**src/rtl/life_gen_controller.sv**
```systemverilog
// Generation sequencer for a cellular-automaton board: paces generations off an
// external 8-tick timer, strobes cell load/clear, and counts completed generations.
module life_gen_controller #(
   parameter int unsigned GEN_W    = 16,
   parameter int unsigned PERIOD_W = 8
) (
   input  logic                clk,
   input  logic                rst,
   input  logic                run,
   input  logic                step,
   input  logic                clear,
   input  logic [PERIOD_W-1:0] period,
   input  logic [2:0]          tick,
   output logic                timer_rst,
   output logic                load_en,
   output logic                clear_en,
   output logic                busy,
   output logic [GEN_W-1:0]    gen_count,
   output logic [1:0]          state
);

   typedef enum logic [1:0] {
      IDLE   = 2'b00,
      COUNT  = 2'b01,
      COMMIT = 2'b10,
      CLEAR  = 2'b11
   } state_t;

   state_t              state_q;
   state_t              state_nxt;
   logic [PERIOD_W-1:0] frame_cnt;
   logic [PERIOD_W-1:0] period_eff;
   logic [2:0]          clr_cnt;
   logic                clear_pend;
   logic                last_frame_c;

   assign period_eff   = (period == '0) ? PERIOD_W'(1) : period;
   assign last_frame_c = (tick == 3'd7) && (frame_cnt == PERIOD_W'(1));
   assign state        = state_q;

   // Next-state selection; clear has priority everywhere except inside CLEAR
   always_comb begin
      state_nxt = state_q;
      case (state_q)
         IDLE: begin
            if (clear)
               state_nxt = CLEAR;
            else if (step || run)
               state_nxt = COUNT;
         end
         COUNT: begin
            if (clear)
               state_nxt = CLEAR;
            else if (last_frame_c)
               state_nxt = COMMIT;
         end
         COMMIT: begin
            if (clear || clear_pend)
               state_nxt = CLEAR;
            else if (run)
               state_nxt = COUNT;
            else
               state_nxt = IDLE;
         end
         CLEAR: begin
            if (clr_cnt == 3'd7)
               state_nxt = IDLE;
         end
         default: state_nxt = IDLE;
      endcase
   end

   // State, counters and registered Moore outputs
   always_ff @(posedge clk or posedge rst) begin
      if (rst) begin
         state_q    <= IDLE;
         timer_rst  <= 1'b1;
         load_en    <= 1'b0;
         clear_en   <= 1'b0;
         busy       <= 1'b0;
         gen_count  <= '0;
         frame_cnt  <= '0;
         clr_cnt    <= '0;
         clear_pend <= 1'b0;
      end else begin
         state_q   <= state_nxt;
         timer_rst <= (state_nxt == IDLE);
         load_en   <= (state_nxt == COMMIT);
         clear_en  <= (state_nxt == CLEAR);
         busy      <= (state_nxt != IDLE);

         // Period is captured once per generation; the count never drops below 1
         if (state_nxt == COUNT && state_q != COUNT)
            frame_cnt <= period_eff;
         else if (state_q == COUNT && tick == 3'd7 && frame_cnt > PERIOD_W'(1))
            frame_cnt <= frame_cnt - PERIOD_W'(1);

         if (state_nxt == COMMIT && state_q != COMMIT)
            gen_count <= gen_count + GEN_W'(1);

         if (state_q == COMMIT && clear)
            clear_pend <= 1'b1;

         if (state_nxt == CLEAR && state_q != CLEAR) begin
            gen_count  <= '0;
            clr_cnt    <= '0;
            clear_pend <= 1'b0;
         end else if (state_q == CLEAR) begin
            clr_cnt <= clr_cnt + 3'd1;
         end
      end
   end

endmodule
```
**config.mk**
```make
export PLATFORM = sky130hd
export DESIGN_NAME = life_gen_controller
export DESIGN_NICKNAME = d
export VERILOG_FILES = /design/src/rtl/life_gen_controller.sv
export SDC_FILE = /design/constraint.sdc
export NUM_CORES = 1
export LEC_CHECK = 0
export BUFFER_PORTS_ARGS = -buffer_cell sky130_fd_sc_hd__buf_2
export CAP_MARGIN = 30
export CORE_UTILIZATION = 59
export CTS_CLUSTER_SIZE = 28
export DETAILED_ROUTE_END_ITERATION = 10
export PLACE_DENSITY = 0.85
export SYNTH_ARGS = -nofsm -noshare
export SYNTH_HDL_FRONTEND = slang
export SYNTH_SLANG_ARGS = --single-unit
export TNS_END_PERCENT = 10
```
**constraint.sdc**
```tcl
create_clock -name clk -period 5.5 [get_ports clk]
set_input_delay 0.275 -clock clk [delete_from_list [all_inputs] [get_ports clk]]
set_output_delay 0.275 -clock clk [all_outputs]
set_load 0.1 [all_outputs]
```
==> metrics.csv <==
metric,value,unit
clock skew,0.00713,ns
"most used cell, CP",ha_1,
Synth Area per Inst,9.70,um2
Routed Antenna Nets,0,
crit-path leading delay family,compound AO/OA/AOI/OAI gates,
Worst slew margin,0.542,
final std cells w/o fill,280,
vias in the first global route,1483,
maxcap violations,0,
met1 GRT Util,0.336,
Die ar.,3450,um2
Clock power frac,0.144,
I/O pin cnt,38,
cts repair resizes,0,
fmax,468,MHz
R2R setup slack,3.36,ns
Power Density,476,nW/um2
R2R depth,7,
DR WL/cell,14.3,um
Worst EP arrival,2.38,ns
Gate power share,0.485,
number of synthesized flops with an enable pin,0,
CTS tree,done,
RePlAce Congestion,0.892,
Root Buffer,clkbuf_4,
via/cell ratio,5.93,
final net count,256,
Synth cell types,50,
# H-tree levels,2,
Placed Cells,272,
final hold violation count,0,
Setup TNS Final,0,ns
HP Class,in2async,
Internal,0.000517,W
fin crit share,0.388,
Max clock buf depth,2,
DRT iter0 DRCs,80,
"critical path fanouts, max",9,
RSZ-0062 raised after global routing,no,
static leakage,1.03,nW
CTS buffer count,5,
# hold bufs at CTS,0,
Total GRT Usage,0.256,
Slowest cell on crit path,dfrtp_1,
synthesized flop and latch total,34,
setup violators final,0,
WP buf/inv,1,
worst path required time,5.75,ns
crit path capture type,flop,
Starting Density,0.623,
launch point of the worst path,clr_cnt[0]$_DFFE_PP0P_,
dpl hpwl,2.97,mm
core box area,3050,um2
GR Overflow Total,0,
crit start category,flop,
initial antenna violation count,0,
post-layout minimum cycle time,2.14,ns
critical-path cell list,ha_1 > ha_1 > a211o_1 > o22a_1 > inv_2 > o21ai_0 > a22o_1,
FF-to-FF Start,clr_cnt[0]$_DFFE_PP0P_,
fin util,0.711,
dpl ws,3.37,ns
Post-CTS Setup Repair Bufs,0,
share of layout cells above drive strength 1,0.263,
measured slew at the worst slew-check pin,0.681,ns
DRC viols,0,
number of fill cells,260,
ys flop type,dfrtp_1,
total number of yosys warnings,0,
clk_lat worst skew,0.34,ns
Vias,1660,
R2R Path End,gen_count[10]$_DFFE_PP0P_,
status,finished clean,
busiest grt layer,met2,
final WL,4.00,mm
Net Sw Frac,0.499,
Flop pwr share,0.371,
Buffers on Ports,37,
final count of pins violating max slew,0,
synthesized cell area,1900,um2
Post-synth ARST share,1.00,
Global Route met2 Usage,0.416,
row cnt,20,
CP Class,reg2reg,
setup slack after layout,3.36,ns
DR pass1 iterations,4,
CTS clock-pin slew for the worst setup and hold paths,0.11,ns
first-pass GRT wire length,6.62,mm
worst ir drop on vdd,0.000372,V
Post-Synthesis Cells,196,
die height,58.8,um
net count after synthesis,217,
pin count of the biggest net entering global routing,35,
"Largest stage delay, worst path",0.41,ns
n_diodes,0,
Die W,58.8,um
switching pwr,0.000516,W
"Seq/Total Area, Yosys",0.448,
M3 GR Usage,0.0593,
Sinks on Clock Net,34,
P&R area growth vs syn,14.1,%
## per-layer routing
metal  wire length [um]  up-vias
met1               1850      804
met3                199        8
met4                 50        0
li1                   -      803
met2               1910       45
met5                  0        -
## cell usage after synthesis, types with 3 or more instances
cell type  number  area, um2
dfrtp_1        33        826
nand2_1        15       56.3
nor2_1         15       56.3
nand3_1        13       65.1
o21ai_0        12       60.1
a22o_1         11       96.3
inv_1           7       26.3
nor2b_1         7       43.8
nor4_1          7       43.8
a21oi_1         5       25.0
ha_1            5       62.6
nand4_1         5       31.3
mux2_2          4       45.0
nor3_1          4       20.0
xnor2_1         4       35.0
a21o_1          3       22.5
inv_2           3       11.3
## state kept, by name, summed over array words and instances, names as in the netlist
register	flops
gen_count	16
frame_cnt	8
clr_cnt	3
state	2
busy	1
clear_en	1
clear_pend	1
load_en	1
timer_rst	1
## final cells by class
class	count	area (um2)	area share
clock buffers	6	51.3	0.0236
clock inverters	2	12.5	0.00576
inverters	10	37.5	0.0173
multi-input cells	146	970	0.447
flip-flops and latches	34	852	0.393
well taps	44	55.1	0.0254
repair buffers	38	193	0.0888
## kinds of logic after synthesis
group	after synthesis	share of synthesized area
and+or+nand+nor	83	0.245
AOI/OAI and AO/OA	48	0.180
DFF	34	0.448
buffers and inverters	16	0.0421
xor gates and xnor gates	5	0.0230
muxes	5	0.0289
adders and majority gates	5	0.0329
## through the flow
step	cell area, um2	hold slack [ns]	total power, W
floorplan	1900	0.415	0.000806
global placement	2110	0.388	0.000875
detailed placement	2110	0.390	0.000892
CTS	2170	0.00919	0.00104
global route	2170	0.0352	0.00110
finish	2170	0.00696	0.00103
## worst reg2reg max path, delay by kind of cell (launching register included)
kind                       cells  cell delay [ns]
buffers and inverters          1             0.19
DFF                            1             0.41
AOI/OAI and AO/OA              4             1.04
adders and majority gates      2             0.40
## worst max-delay path by stage
stage                                      endpoint  slack [ns]  cells after the start
after detailed placement  gen_count[10]$_DFFE_PP0P_        3.37                      7
after global routing       gen_count[3]$_DFFE_PP0P_        3.22                      7
after CTS                 gen_count[10]$_DFFE_PP0P_        3.37                      7
final                     gen_count[10]$_DFFE_PP0P_        3.36                      7
after global placement    gen_count[10]$_DFFE_PP0P_        3.45                      7
after floorplan           gen_count[14]$_DFFE_PP0P_        3.12                      6
## power by group through the flow
| stage | Clock (W) | Combinational (W) | Sequential, W |
|---|---|---|---|
| 2_1_floorplan | 0 | 0.000275 | 0.000531 |
| 3_3_place_gp | 0 | 0.000491 | 0.000384 |
| 3_5_place_dp | 0 | 0.000503 | 0.000389 |
| 4_1_cts | 0.000151 | 0.000504 | 0.000384 |
| 5_1_grt | 0.000161 | 0.000544 | 0.000396 |
| 6_report | 0.000149 | 0.000501 | 0.000383 |
## cells in the final DEF, fill, tap and decap left out, drive strengths merged, types with 3 or more instances in the layout
master  count
dfrtp      33
a21oi       6
nand3      13
and2        3
nor4        8
nand4       6
xnor2       4
ha          5
o21ai      12
nand2      16
a22o       11
inv        10
clkbuf      6
mux2        4
nor3        4
nor2b       7
nor2       15
a21o        3
buf        38
Note: power is estimated with default switching activity, not from simulation.
